--- config.mk ---
export PLATFORM = sky130hd
export DESIGN_NAME = uart_tx_burst_ctrl_flat
export DESIGN_NICKNAME = d
export VERILOG_FILES = /design/src/rtl/uart_tx_burst_ctrl_if.sv /design/src/rtl/uart_tx_burst_ctrl.sv /design/src/flat_wrapper.sv
export SDC_FILE = /design/constraint.sdc
export NUM_CORES = 1
export LEC_CHECK = 0
export ABC_CLOCK_PERIOD_IN_PS = 6000
export BUFFER_PORTS_ARGS = -buffer_cell sky130_fd_sc_hd__buf_2
export CORE_ASPECT_RATIO = 0.6
export CORE_MARGIN = 2
export CORE_UTILIZATION = 64
export CTS_CLUSTER_DIAMETER = 200
export DETAILED_ROUTE_END_ITERATION = 16
export HOLD_SLACK_MARGIN = 0.06
export PLACE_DENSITY = 0.84
export SYNTH_ARGS = -nofsm -noshare
export SYNTH_HDL_FRONTEND = slang
export SYNTH_SLANG_ARGS = --single-unit
--- constraint.sdc ---
create_clock -name clk_i -period 6 [get_ports clk_i]
set_input_delay 1.2 -clock clk_i [delete_from_list [all_inputs] [get_ports clk_i]]
set_output_delay 1.2 -clock clk_i [all_outputs]
set_load 0.02 [all_outputs]
--- src/rtl/uart_tx_burst_ctrl_if.sv ---
`default_nettype none
// ============================================================================
// uart_tx_burst_ctrl_if
// ----------------------------------------------------------------------------
// Bundles the register-side, buffer-write and TX-core handshake signals of
// the UART burst transmit sequencer.
//
// Signals:
//   send_i, len_i, gap_i, abort_i       control-register side requests
//   wr_en_i, wr_addr_i, wr_data_i       burst buffer write port
//   tx_done_i / tx_start_o, tx_data_o   TX shift-core handshake
//   we_reg_control_o, sel_control_o     control-register write-back (clear send)
//   busy_o, done_o, aborted_o, idx_o    status
// Modports:
//   slave  - the sequencer (drives the *_o signals)
//   master - register block / TX core / bench (drives the *_i signals)
// Revision: 1.0 - initial release
// ============================================================================
interface uart_tx_burst_ctrl_if #(
  parameter int DATA_W = 8,
  parameter int DEPTH  = 16,
  parameter int GAP_W  = 17
);
  localparam int AW = (DEPTH > 1) ? $clog2(DEPTH) : 1;
  localparam int LW = $clog2(DEPTH + 1);

  logic              send_i;
  logic [LW-1:0]     len_i;
  logic [GAP_W-1:0]  gap_i;
  logic              abort_i;
  logic              wr_en_i;
  logic [AW-1:0]     wr_addr_i;
  logic [DATA_W-1:0] wr_data_i;
  logic              tx_done_i;
  logic              tx_start_o;
  logic [DATA_W-1:0] tx_data_o;
  logic              we_reg_control_o;
  logic              sel_control_o;
  logic              busy_o;
  logic              done_o;
  logic              aborted_o;
  logic [LW-1:0]     idx_o;

  modport slave (
    input  send_i, len_i, gap_i, abort_i, wr_en_i, wr_addr_i, wr_data_i, tx_done_i,
    output tx_start_o, tx_data_o, we_reg_control_o, sel_control_o,
           busy_o, done_o, aborted_o, idx_o
  );

  modport master (
    output send_i, len_i, gap_i, abort_i, wr_en_i, wr_addr_i, wr_data_i, tx_done_i,
    input  tx_start_o, tx_data_o, we_reg_control_o, sel_control_o,
           busy_o, done_o, aborted_o, idx_o
  );
endinterface
`default_nettype wire

--- src/rtl/uart_tx_burst_ctrl.sv ---
`default_nettype none
// ============================================================================
// uart_tx_burst_ctrl
// ----------------------------------------------------------------------------
// Sends a burst of 1..DEPTH bytes from an internal buffer through the UART TX
// core, with a programmable idle gap between frames and abort support. At the
// end of each burst the send bit is cleared through the control-register
// write-back mux.
//
// Ports:
//   clk_i  - system clock
//   rst_i  - asynchronous active-low reset
//   bus    - uart_tx_burst_ctrl_if.slave (register, buffer and TX-core signals)
// Revision: 1.0 - initial release
// ============================================================================
module uart_tx_burst_ctrl #(
  parameter int DATA_W = 8,
  parameter int DEPTH  = 16,
  parameter int GAP_W  = 17
) (
  input  wire logic             clk_i,
  input  wire logic             rst_i,
  uart_tx_burst_ctrl_if.slave   bus
);
  localparam int AW = (DEPTH > 1) ? $clog2(DEPTH) : 1;
  localparam int LW = $clog2(DEPTH + 1);
  localparam logic [LW-1:0] DEPTH_L = LW'(DEPTH);

  typedef enum logic [2:0] {
    IDLE  = 3'd0,
    LOAD  = 3'd1,
    START = 3'd2,
    DATA  = 3'd3,
    GAP   = 3'd4,
    STOP  = 3'd5
  } state_t;

  state_t            state, next_state;
  logic [LW-1:0]     len_q;
  logic [GAP_W-1:0]  gap_q;
  logic [GAP_W-1:0]  cnt;
  logic [LW-1:0]     idx;
  logic              abort_pend;
  logic              aborted;
  logic [DATA_W-1:0] tx_data;
  logic [DATA_W-1:0] mem [DEPTH];

  logic              abort_any;
  logic              abort_exit;   // leaving to STOP because of an abort
  logic              start_pulse;
  logic [LW-1:0]     idx_inc;
  logic [LW-1:0]     len_sat;

  assign abort_any = abort_pend | bus.abort_i;
  assign idx_inc   = idx + LW'(1);
  assign len_sat   = (bus.len_i > DEPTH_L) ? DEPTH_L : bus.len_i;

  // Buffer: no reset; the LOAD read below sees the pre-edge contents, so a
  // same-cycle write to the address being loaded returns the old byte.
  always_ff @(posedge clk_i) begin
    if (bus.wr_en_i) mem[bus.wr_addr_i] <= bus.wr_data_i;
  end

  always_ff @(posedge clk_i or negedge rst_i) begin
    if (!rst_i) state <= IDLE;
    else        state <= next_state;
  end

  always_comb begin
    next_state  = state;
    start_pulse = 1'b0;
    abort_exit  = 1'b0;
    unique case (state)
      IDLE: begin
        if (bus.send_i) next_state = (bus.len_i != '0) ? LOAD : STOP;
      end
      LOAD: begin
        if (abort_any) begin
          next_state = STOP;
          abort_exit = 1'b1;
        end else begin
          next_state = START;
        end
      end
      START: begin
        // An abort here suppresses the start pulse entirely.
        if (abort_any) begin
          next_state = STOP;
          abort_exit = 1'b1;
        end else begin
          start_pulse = 1'b1;
          next_state  = DATA;
        end
      end
      DATA: begin
        // A frame in flight always completes; abort is acted on at tx_done.
        if (bus.tx_done_i) begin
          if (abort_any) begin
            next_state = STOP;
            abort_exit = 1'b1;
          end else if (idx_inc == len_q) begin
            next_state = STOP;
          end else if (gap_q == '0) begin
            next_state = LOAD;
          end else begin
            next_state = GAP;
          end
        end
      end
      GAP: begin
        if (abort_any) begin
          next_state = STOP;
          abort_exit = 1'b1;
        end else if (cnt <= GAP_W'(1)) begin
          next_state = LOAD;
        end
      end
      STOP:    next_state = IDLE;
      default: next_state = IDLE;
    endcase
  end

  always_ff @(posedge clk_i or negedge rst_i) begin
    if (!rst_i) begin
      len_q      <= '0;
      gap_q      <= '0;
      cnt        <= '0;
      idx        <= '0;
      abort_pend <= 1'b0;
      aborted    <= 1'b0;
      tx_data    <= '0;
    end else begin
      // Abort requests are only remembered while a burst is running; any
      // leftover request dies with the burst so it cannot hit the next one.
      if (abort_exit) begin
        abort_pend <= 1'b0;
        aborted    <= 1'b1;
      end else if (state == STOP) begin
        abort_pend <= 1'b0;
      end else if ((state != IDLE) && bus.abort_i) begin
        abort_pend <= 1'b1;
      end

      unique case (state)
        IDLE: begin
          if (bus.send_i) begin
            idx     <= '0;
            aborted <= 1'b0;
            if (bus.len_i != '0) begin
              len_q <= len_sat;
              gap_q <= bus.gap_i;
            end
          end
        end
        LOAD: tx_data <= mem[idx[AW-1:0]];
        DATA: begin
          if (bus.tx_done_i) begin
            idx <= idx_inc;
            if (next_state == GAP) cnt <= gap_q;
          end
        end
        GAP: begin
          if (cnt != '0) cnt <= cnt - GAP_W'(1);
        end
        default: ;
      endcase
    end
  end

  assign bus.tx_start_o       = start_pulse;
  assign bus.tx_data_o        = tx_data;
  assign bus.we_reg_control_o = (state == STOP);
  assign bus.sel_control_o    = (state == STOP);
  assign bus.done_o           = (state == STOP);
  assign bus.busy_o           = (state != IDLE);
  assign bus.aborted_o        = aborted;
  assign bus.idx_o            = idx;
endmodule
`default_nettype wire

--- src/flat_wrapper.sv ---
// flat-port wrapper written by rule: the top's interface ports become plain ports
module uart_tx_burst_ctrl_flat 
#(
  parameter int DATA_W = 8,
  parameter int DEPTH  = 16,
  parameter int GAP_W  = 17
)
  (clk_i, rst_i, bus_send_i, bus_len_i, bus_gap_i, bus_abort_i, bus_wr_en_i, bus_wr_addr_i, bus_wr_data_i, bus_tx_done_i, bus_tx_start_o, bus_tx_data_o, bus_we_reg_control_o, bus_sel_control_o, bus_busy_o, bus_done_o, bus_aborted_o, bus_idx_o);
  uart_tx_burst_ctrl_if #(.DATA_W(DATA_W), .DEPTH(DEPTH), .GAP_W(GAP_W)) bus_i ();
  input  wire logic clk_i;
  input  wire logic rst_i;
  input wire logic [$bits(bus_i.send_i)-1:0] bus_send_i;
  input wire logic [$bits(bus_i.len_i)-1:0] bus_len_i;
  input wire logic [$bits(bus_i.gap_i)-1:0] bus_gap_i;
  input wire logic [$bits(bus_i.abort_i)-1:0] bus_abort_i;
  input wire logic [$bits(bus_i.wr_en_i)-1:0] bus_wr_en_i;
  input wire logic [$bits(bus_i.wr_addr_i)-1:0] bus_wr_addr_i;
  input wire logic [$bits(bus_i.wr_data_i)-1:0] bus_wr_data_i;
  input wire logic [$bits(bus_i.tx_done_i)-1:0] bus_tx_done_i;
  output wire logic [$bits(bus_i.tx_start_o)-1:0] bus_tx_start_o;
  output wire logic [$bits(bus_i.tx_data_o)-1:0] bus_tx_data_o;
  output wire logic [$bits(bus_i.we_reg_control_o)-1:0] bus_we_reg_control_o;
  output wire logic [$bits(bus_i.sel_control_o)-1:0] bus_sel_control_o;
  output wire logic [$bits(bus_i.busy_o)-1:0] bus_busy_o;
  output wire logic [$bits(bus_i.done_o)-1:0] bus_done_o;
  output wire logic [$bits(bus_i.aborted_o)-1:0] bus_aborted_o;
  output wire logic [$bits(bus_i.idx_o)-1:0] bus_idx_o;
  assign bus_i.send_i = bus_send_i;
  assign bus_i.len_i = bus_len_i;
  assign bus_i.gap_i = bus_gap_i;
  assign bus_i.abort_i = bus_abort_i;
  assign bus_i.wr_en_i = bus_wr_en_i;
  assign bus_i.wr_addr_i = bus_wr_addr_i;
  assign bus_i.wr_data_i = bus_wr_data_i;
  assign bus_i.tx_done_i = bus_tx_done_i;
  assign bus_tx_start_o = bus_i.tx_start_o;
  assign bus_tx_data_o = bus_i.tx_data_o;
  assign bus_we_reg_control_o = bus_i.we_reg_control_o;
  assign bus_sel_control_o = bus_i.sel_control_o;
  assign bus_busy_o = bus_i.busy_o;
  assign bus_done_o = bus_i.done_o;
  assign bus_aborted_o = bus_i.aborted_o;
  assign bus_idx_o = bus_i.idx_o;
  uart_tx_burst_ctrl #(.DATA_W(DATA_W), .DEPTH(DEPTH), .GAP_W(GAP_W)) u_core (.clk_i(clk_i), .rst_i(rst_i), .bus(bus_i));
endmodule
---- After elaboration in Yosys (flattened, before gate mapping) ----
Memories as Yosys holds them, arrays and structs flattened. A register that Yosys moved wholly into a read port is not among the register bits.
Index checks and enable logic that the tools add are counted.
word-level totals
  flip-flop bits (word level) ............. 49
  memory bits (writable) .................. 128
  input bits .............................. 40
  output and inout port bits .............. 19
  word-level logic and storage cells ...... 70
  memories ................................ 1
cells by class
  $add $sub $neg .......................... 2
  order comparisons ....................... 2
  eq/ne operators ......................... 11
  multiplexer cells ....................... 32
  bitwise operators ....................... 1
  reductions and logical operators ........ 14
memory list
  name        words  width  rd ports  clocked after memory_dff  wr ports  RTL line                  RTL
  u_core.mem  16     8      1         1                         1         uart_tx_burst_ctrl.sv:46  logic [DATA_W-1:0] mem [DEPTH];
operators by type and width
  operator               number
  $mux 17                3
  $pmux 17 s2            1
  $mux 3                 10
  $le 17x1->1 const B    1
  $logic_not 17->1       1
  $reduce_bool 17->1     1
  $sub 17x1->17 const B  1
  $mux 5                 3
  $pmux 3 s5             1
  $mux 1                 12
  $pmux 5 s2             1
  $eq 3x3->1 const B     3
  $eq 3x2->1 const B     2
  $reduce_and 3->1       2
  $reduce_bool 3->1      2
  $add 5x1->5 const B    1
  $eq 5x5->1             1
  $gt 5x5->1 const B     1
  $reduce_bool 5->1      1
  $ne 2x1->1 const B     2
  $ne 2x2->1 const B     2
  $reduce_and 4->1       1
  $reduce_bool 2->1      2
  $eq 3x1->1 const B     1
  other kinds (6)        6

---- Logic depth before layout (Yosys ltp) ----
Gate-level depths: netlist (run 1).
  depth after elaboration ................. 10
  depth in mapped cells ................... 8
  mapped depth without buffers ............ 7

---- Least setup slack after synthesis (run 1) ----
Ideal clock, no wire load.
  path kind ............................... input to output
  start ................................... input bus_abort_i
  end ..................................... output bus_tx_start_o
  arrival time ............................ 2,363 ps
  data required time ...................... 4,800 ps
  setup slack ............................. 2,437 ps
  stages on the path ...................... 3
  path buffers ............................ 1
  cell sequence ........................... or2_2 clkbuf_1 nor4b_1
between the ends
  cells in the longest elaborated chain, start to end .. 3
RTL lines
  element             RTL line                  RTL
  start: declaration  flat_wrapper.sv:15        input wire logic [$bits(bus_i.abort_i)-1:0] bus_abort_i;
  $or 1x1->1          uart_tx_burst_ctrl.sv:54  assign abort_any = abort_pend | bus.abort_i;
  $mux 1              uart_tx_burst_ctrl.sv:87  if (abort_any) begin
  $mux 1              uart_tx_burst_ctrl.sv:73  unique case (state)
  end: declaration    flat_wrapper.sv:20        output wire logic [$bits(bus_i.tx_start_o)-1:0] bus_tx_start_o;
Every way passes these cells.

---- Worst setup path after layout (run 1) ----
Same ends and word-level chain as after synthesis.

==> impl_metrics.json, run 1 <==
{
  "cts.clk_slew.worst_paths_ps": 60,
  "yosysMostFrequentCell": "edfxtp_1",
  "clock_latency_ps": 430,
  "seqPwrFrac_pct": 45.1,
  "status": "finished, final reports clean",
  "wirelength_um": 18600,
  "dieArea_um2": 13450,
  "switching_share_pct": 31.85,
  "synth_commonest_cells": "edfxtp_1 (128), dfrtp_1 (57), mux4_2 (40)",
  "hp-start": "u_core.abort_pend$_DFFE_PN0P_",
  "synth.cell_area_um2": 8004,
  "cp_slowest_stage_delay_ps": 360,
  "design.core.area_um2": 12140,
  "area_growth_pct": 12.13,
  "drt_iter0_markers": 622,
  "regToRegSetupSlack_ps": 2660,
  "hold_violations": 0,
  "hpwl_um": 12190,
  "synthCells": 509,
  "postCtsHoldBufs": 0,
  "critPathKind": "input port to output pin",
  "cts_buffer_depth": 2,
  "crit_chain": "buf_2, or2_2, nor4b_1, buf_2",
  "cts_tree": "done",
  "power_density_nw_per_um2": 434.1,
  "synth-simple-area-share_pct": 8.551,
  "cts_buffers": 17,
  "holdWs_ps": 501.1,
  "yosysTopAreaCellShare_pct": 48.02,
  "ys_types": 61,
  "wl_per_cell_um": 25.14,
  "slew_violations": 0,
  "synth_enable_flop_cells": 128,
  "synth_top_family_by_area": "multiplexers",
  "rsz0062_at_grt": "no",
  "irDropWorstVdd_v": 0.0002444,
  "drive_above_1_share_pct": 29.74,
  "finalCriticalPeriod_ps": 3364,
  "setup_viol": 0,
  "rr_startpoint": "u_core.bus.idx_o[0]$_DFFE_PN0P_",
  "end_kind": "output pin",
  "worstPathRequired_ps": 4800,
  "fp.dieW_um": 148.4,
  "crit_top_cell": "buf_2",
  "cpLargestDelayFamily": "simple AND/OR/NAND/NOR gates",
  "max_slew.worst_pin.slew_ps": 1296,
  "synth-seq-cells": 185,
  "synth_fa_ha_area_share_pct": 0.6253,
  "holdPathEnd": "u_core.abort_pend$_DFFE_PN0P_",
  "synth_fp_nets": 553,
  "synth_async_sr_flop_share_pct": 30.81,
  "synth_xor_xnor_area_share_pct": 0.7660,
  "p_int_uw": 2655,
  "antenna_found_initial": 1,
  "worstPathArrival_ps": 2160,
  "hp-class": "flop to flop",
  "relSlewSlack_pct": 12.94,
  "io_pins": 59,
  "fmax_ghz": 0.2973,
  "path_buf_inv": 2,
  "first_global_vias": 4825,
  "via_per_inst": 6.811,
  "r2r_cells": 9,
  "htreeDepth": 4,
  "power_switching_uw": 1241,
  "synthMuxAreaShare_pct": 14.91,
  "track_usage_pct": 29.45,
  "maxCapViolations": 0,
  "clock_sinks": 185,
  "grt.overflow.total": 0,
  "via_count": 5040,
  "drc": 0,
  "power_frac_clock_pct": 28.4,
  "numPortBuffers": 58,
  "yosysTopAreaCell": "edfxtp_1",
  "initial_core_util_pct": 65.93,
  "finalClockSkew_ps": 8.098,
  "design_area_um2": 8975,
  "cp-start-kind": "input port",
  "final_nets": 606,
  "ant_nets": 0,
  "core.rowCount": 31,
  "first_pass_iters": 5,
  "routabilityCongestion": 0.9269,
  "cts-resized-gates": 0,
  "antenna_cells": 0,
  "tns_ps": 0,
  "fin_util_pct": 73.93,
  "post_dp_cell_area_um2": 8394,
  "reg2reg_to": "u_core.cnt[10]$_DFFE_PN0P_",
  "synth-seq-area-share_pct": 65.84,
  "finalPower_uw": 3896,
  "min_period_over_period_pct": 56.06,
  "p_comb_share_pct": 26.5,
  "grt_max_degree": 58,
  "hold_depth": 2,
  "worstPathMaxFanout": 6,
  "synth-main-ff-cell": "edfxtp_1",
  "synth_compound_area_share_pct": 7.191,
  "crit_slowest_cell": "or2_2",
  "ys_top_cells_by_area": "edfxtp_1 (48%), dfrtp_1 (18%), mux4_2 (11%)",
  "grt_pass1_wl_um": 28410,
  "post_cts_buffers": 0,
  "yosysWarnings": 0,
  "syn_area_per_cell_um2": 15.72,
  "cts_root_buf": "clkbuf_16",
  "die_y_um": 90.63,
  "worst-path-stages": 4,
  "leakagePower_uw": 0.003212
}
-- logic make-up (layout without fill, tap and decap cells) --
logic type / Yosys count / in the layout
flops: 185 / 185
buf+inv: 34 / 100
mux: 66 / 66
fa+ha+maj: 4 / 4
xor+xnor: 7 / 7
compound gates: 82 / 82
simple gates: 131 / 131
-- how the worst max path moves through the flow --
stage                                               start                          to  slack, ps
after floorplan                               bus_abort_i              bus_tx_start_o       2440
after global placement                        bus_abort_i              bus_tx_start_o       2690
after detailed placement                      bus_abort_i              bus_tx_start_o       2670
after CTS                 u_core.bus.idx_o[0]$_DFFE_PN0P_  u_core.cnt[10]$_DFFE_PN0P_       2650
after global routing      u_core.bus.idx_o[0]$_DFFE_PN0P_  u_core.cnt[10]$_DFFE_PN0P_       2460
final                                         bus_abort_i              bus_tx_start_o       2640
-- layer usage --
layer | share of wire [%] | track usage [%] | vias up | wire (um)
met5 | 0 | 0 | - | 0
met3 | 13 | 8.182 | 37 | 2328
met1 | 42 | 46.32 | 2510 | 7877
met2 | 43 | 40.16 | 387 | 8030
met4 | 2.0 | 10.08 | 0 | 368
li1 | - | - | 2106 | -
-- layout by cell type (no fill, tap or decap), types with 4 or more instances in the layout --
cell / Yosys / routed
a21o_1: 5 / 5
a21oi_1: 12 / 12
buf_2: 1 / 58
buf_4: 2 / 5
clkbuf_16: 0 / 17
dfrtp_1: 57 / 56
edfxtp_1: 128 / 128
ha_1: 4 / 4
inv_1: 5 / 5
inv_6: 0 / 5
mux2_2: 25 / 25
mux4_2: 40 / 40
nand2_1: 32 / 32
nand2b_1: 8 / 8
nand3_1: 7 / 7
nor2_1: 34 / 34
nor2b_1: 4 / 4
nor3_1: 15 / 14
nor4_1: 6 / 6
o21ai_0: 20 / 20
o2bb2ai_1: 7 / 7
o31ai_1: 6 / 5
or4_4: 4 / 4
xor2_1: 4 / 4
-- layout make-up --
class / instances / area [um^2]
multi-input combinational: 290 / 2575
clock buffer: 19 / 432.9
fill: 693 / 3166
clock inverter: 13 / 142.6
tap: 165 / 206.4
inverter: 5 / 18.77
timing repair buffer: 63 / 327.8
sequential: 185 / 5271
-- power by group through the flow --
| stage | Combinational (uW) | Clock, uW | Sequential [uW] |
|---|---|---|---|
| floorplan | 759 | 0 | 1730 |
| global placement | 977 | 0 | 1750 |
| detailed placement | 1020 | 0 | 1770 |
| CTS | 1030 | 1120 | 1740 |
| global route | 1120 | 1170 | 1770 |
| finish | 1030 | 1110 | 1760 |
-- worst register-to-register path: stages, from the launching register on --
cell and delay [ps]:
dfrtp_2 350, buf_4 550, ha_1 400, nor2b_1 100, o21a_1 180, o311a_1 390, o31ai_2 260, buf_4 270
nand2_1 270, a221o_2 460
-- state kept, by name (all words and copies together), names as in the netlist, 3 cells and up --
name                  count
u_core.cnt               17
u_core.bus.idx_o          5
u_core.gap_q             17
u_core.bus.tx_data_o      8
u_core.state              3
u_core.len_q              5
u_core.mem              128
-- stage by stage --
stage | setup slack (ps) | instances
after global placement | 2695 | 708
after floorplan | 2437 | 509
after global routing | 2458 | 740
after CTS | 2654 | 740
final | 2636 | 740
after detailed placement | 2675 | 708
(Power assumes the default switching activity.)
==> inputs of run 2 (changes only) <==
--- a/config.mk
+++ b/config.mk
@@ -5,15 +5,15 @@
 export SDC_FILE = /design/constraint.sdc
 export NUM_CORES = 1
 export LEC_CHECK = 0
-export ABC_CLOCK_PERIOD_IN_PS = 6000
+export ABC_CLOCK_PERIOD_IN_PS = 2960
 export BUFFER_PORTS_ARGS = -buffer_cell sky130_fd_sc_hd__buf_2
 export CORE_ASPECT_RATIO = 0.6
 export CORE_MARGIN = 2
-export CORE_UTILIZATION = 64
+export CORE_UTILIZATION = 54
 export CTS_CLUSTER_DIAMETER = 200
 export DETAILED_ROUTE_END_ITERATION = 16
 export HOLD_SLACK_MARGIN = 0.06
-export PLACE_DENSITY = 0.84
+export PLACE_DENSITY = 0.76
 export SYNTH_ARGS = -nofsm -noshare
 export SYNTH_HDL_FRONTEND = slang
 export SYNTH_SLANG_ARGS = --single-unit
==> constraint.sdc (replaced) <==
create_clock -name clk_i -period 2.96 [get_ports clk_i]
set_input_delay 0.592 -clock clk_i [delete_from_list [all_inputs] [get_ports clk_i]]
set_output_delay 0.592 -clock clk_i [all_outputs]
set_load 0.02 [all_outputs]
==> run 2 against run 1 <==
  * Combinational power up 110%
  * Non-clock buffer count up 17
  * Count of clock-buffer cells in the layout down 2
  * Sequential power up 100%
  * Sequential share of layout area down 1.3 points
  * Register-to-register slack worse by 2600 ps
  * Clock skew about the same
  * Critical path depth up 1
  * Power up 110%
  * Cell count up 6.8%
  * Critical endpoint is now u_core.cnt[12]$_DFFE_PN0P_
  * Largest power group unchanged
==> impl_metrics.json, run 2 (synthesis gave the netlist of run 1 again) <==
{
  "status": "finished, final reports clean",
  "grt_pass1_wl_um": 28600,
  "irDropWorstVdd_v": 0.0004184,
  "grt_max_degree": 36,
  "cts_buffer_depth": 2,
  "routabilityCongestion": 0.8989,
  "via_per_inst": 6.163,
  "cts_root_buf": "clkbuf_16",
  "clock_sinks": 185,
  "antenna_found_initial": 0,
  "finalCriticalPeriod_ps": 2901,
  "fmax_ghz": 0.3447,
  "worstPathMaxFanout": 12,
  "antenna_cells": 0,
  "power_density_nw_per_um2": 876.3,
  "initial_core_util_pct": 55.18,
  "die_y_um": 98.31,
  "numPortBuffers": 58,
  "min_period_over_period_pct": 98.02,
  "max_slew.worst_pin.slew_ps": 845.8,
  "finalClockSkew_ps": 7.779,
  "drt_iter0_markers": 605,
  "post_cts_buffers": 0,
  "hp-class": "input port to asynchronous set/reset pin",
  "ant_nets": 0,
  "core.rowCount": 34,
  "hold_violations": 0,
  "hpwl_um": 12410,
  "cp-start-kind": "flop",
  "end_kind": "flop",
  "instances_no_fill": 790,
  "holdWs_ps": 138.4,
  "first_global_vias": 4711,
  "track_usage_pct": 24.80,
  "final_nets": 623,
  "worstPathArrival_ps": 3270,
  "critPathKind": "flop to flop",
  "postCtsHoldBufs": 0,
  "maxCapViolations": 0,
  "cts_buffers": 17,
  "largest_reg_flops": 128,
  "first_pass_iters": 5,
  "design.core.area_um2": 14510,
  "relSlewSlack_pct": 43.48,
  "wirelength_um": 18320,
  "drc": 0,
  "via_count": 4869,
  "tns_ps": 0,
  "area_growth_pct": 14.76,
  "worstPathRequired_ps": 3330,
  "rsz0062_at_grt": "no",
  "dieArea_um2": 15840,
  "wl_per_cell_um": 23.19,
  "io_pins": 59,
  "clock_latency_ps": 440,
  "reg_top3": "u_core.mem (128), u_core.cnt (17), u_core.gap_q (17)",
  "cts-resized-gates": 0,
  "layout_commonest_cell": "edfxtp_1",
  "slew_violations": 0,
  "setup_viol": 0,
  "largest_register": "u_core.mem",
  "htreeDepth": 4,
  "fp.dieW_um": 161.2,
  "cts_tree": "done",
  "drive_above_1_share_pct": 32.09,
  "mostFrequentLayoutCells": "edfxtp_1 (128), buf_2 (58), dfrtp_1 (56)",
  "cts.clk_slew.worst_paths_ps": 80,
  "grt.overflow.total": 0,
  "leakagePower_uw": 0.003318,
  "place_inst": 758
}
## run 2: worst max-delay path: stages (launching register included)
cell and delay, ps:
dfrtp_1 430, or4_4 560, or4_1 580, or4_4 660
nand2_1 360, a221o_1 230
## run 2: layer usage
metal | global-route usage, % | up-vias | part of all wire (%)
li1 | - | 2146 | -
met1 | 40.73 | 2464 | 48
met2 | 33.31 | 248 | 42
met3 | 7.052 | 11 | 9.8
met4 | 4.396 | 0 | 0.57
met5 | 0 | - | 0
## run 2: metrics by stage
step	setup slack, ps	utilization, %	area, um^2	power, uW
2_1_floorplan	91.26	-	8004	5036
3_3_place_gp	163.8	59.03	8563	5640
3_5_place_dp	135.7	59.03	8563	5704
4_1_cts	118.0	63.32	9185	8054
5_1_grt	12.84	63.32	9185	8433
6_report	58.64	63.32	9185	8049
## run 2: final cells by class
cell class | instances | area (um^2)
timing repair buffer | 80 | 455.4
sequential | 185 | 5271
clock inverter | 15 | 196.4
tap | 198 | 247.7
fill | 1066 | 5321
multi-input combinational | 290 | 2570
inverter | 5 | 18.77
clock buffer | 17 | 425.4
## run 2: report_power, final
group	internal (uW)	leakage, uW	switching, uW
Clock	1230	0.000299	1130
Sequential	3150	0.00183	389
Combinational	1010	0.00119	1140
Total	5390	0.00332	2660
## run 2: final timing paths
path / end / depth (start not counted) / slack (ps) / from
worst min-delay path: u_core.state[1]$_DFF_PN0_ / 1 / 140 / rst_i
worst max-delay path: u_core.cnt[12]$_DFFE_PN0P_ / 5 / 60 / u_core.cnt[10]$_DFFE_PN0P_
max in group asynchronous: u_core.cnt[3]$_DFFE_PN0P_ / 2 / 1980 / rst_i
worst max register to register: u_core.cnt[12]$_DFFE_PN0P_ / 5 / 60 / u_core.cnt[10]$_DFFE_PN0P_
min in group clk_i: u_core.gap_q[5]$_DFFE_PN0P_ / 2 / 380 / bus_gap_i[5]
worst min register to register: u_core.abort_pend$_DFFE_PN0P_ / 2 / 500 / u_core.abort_pend$_DFFE_PN0P_
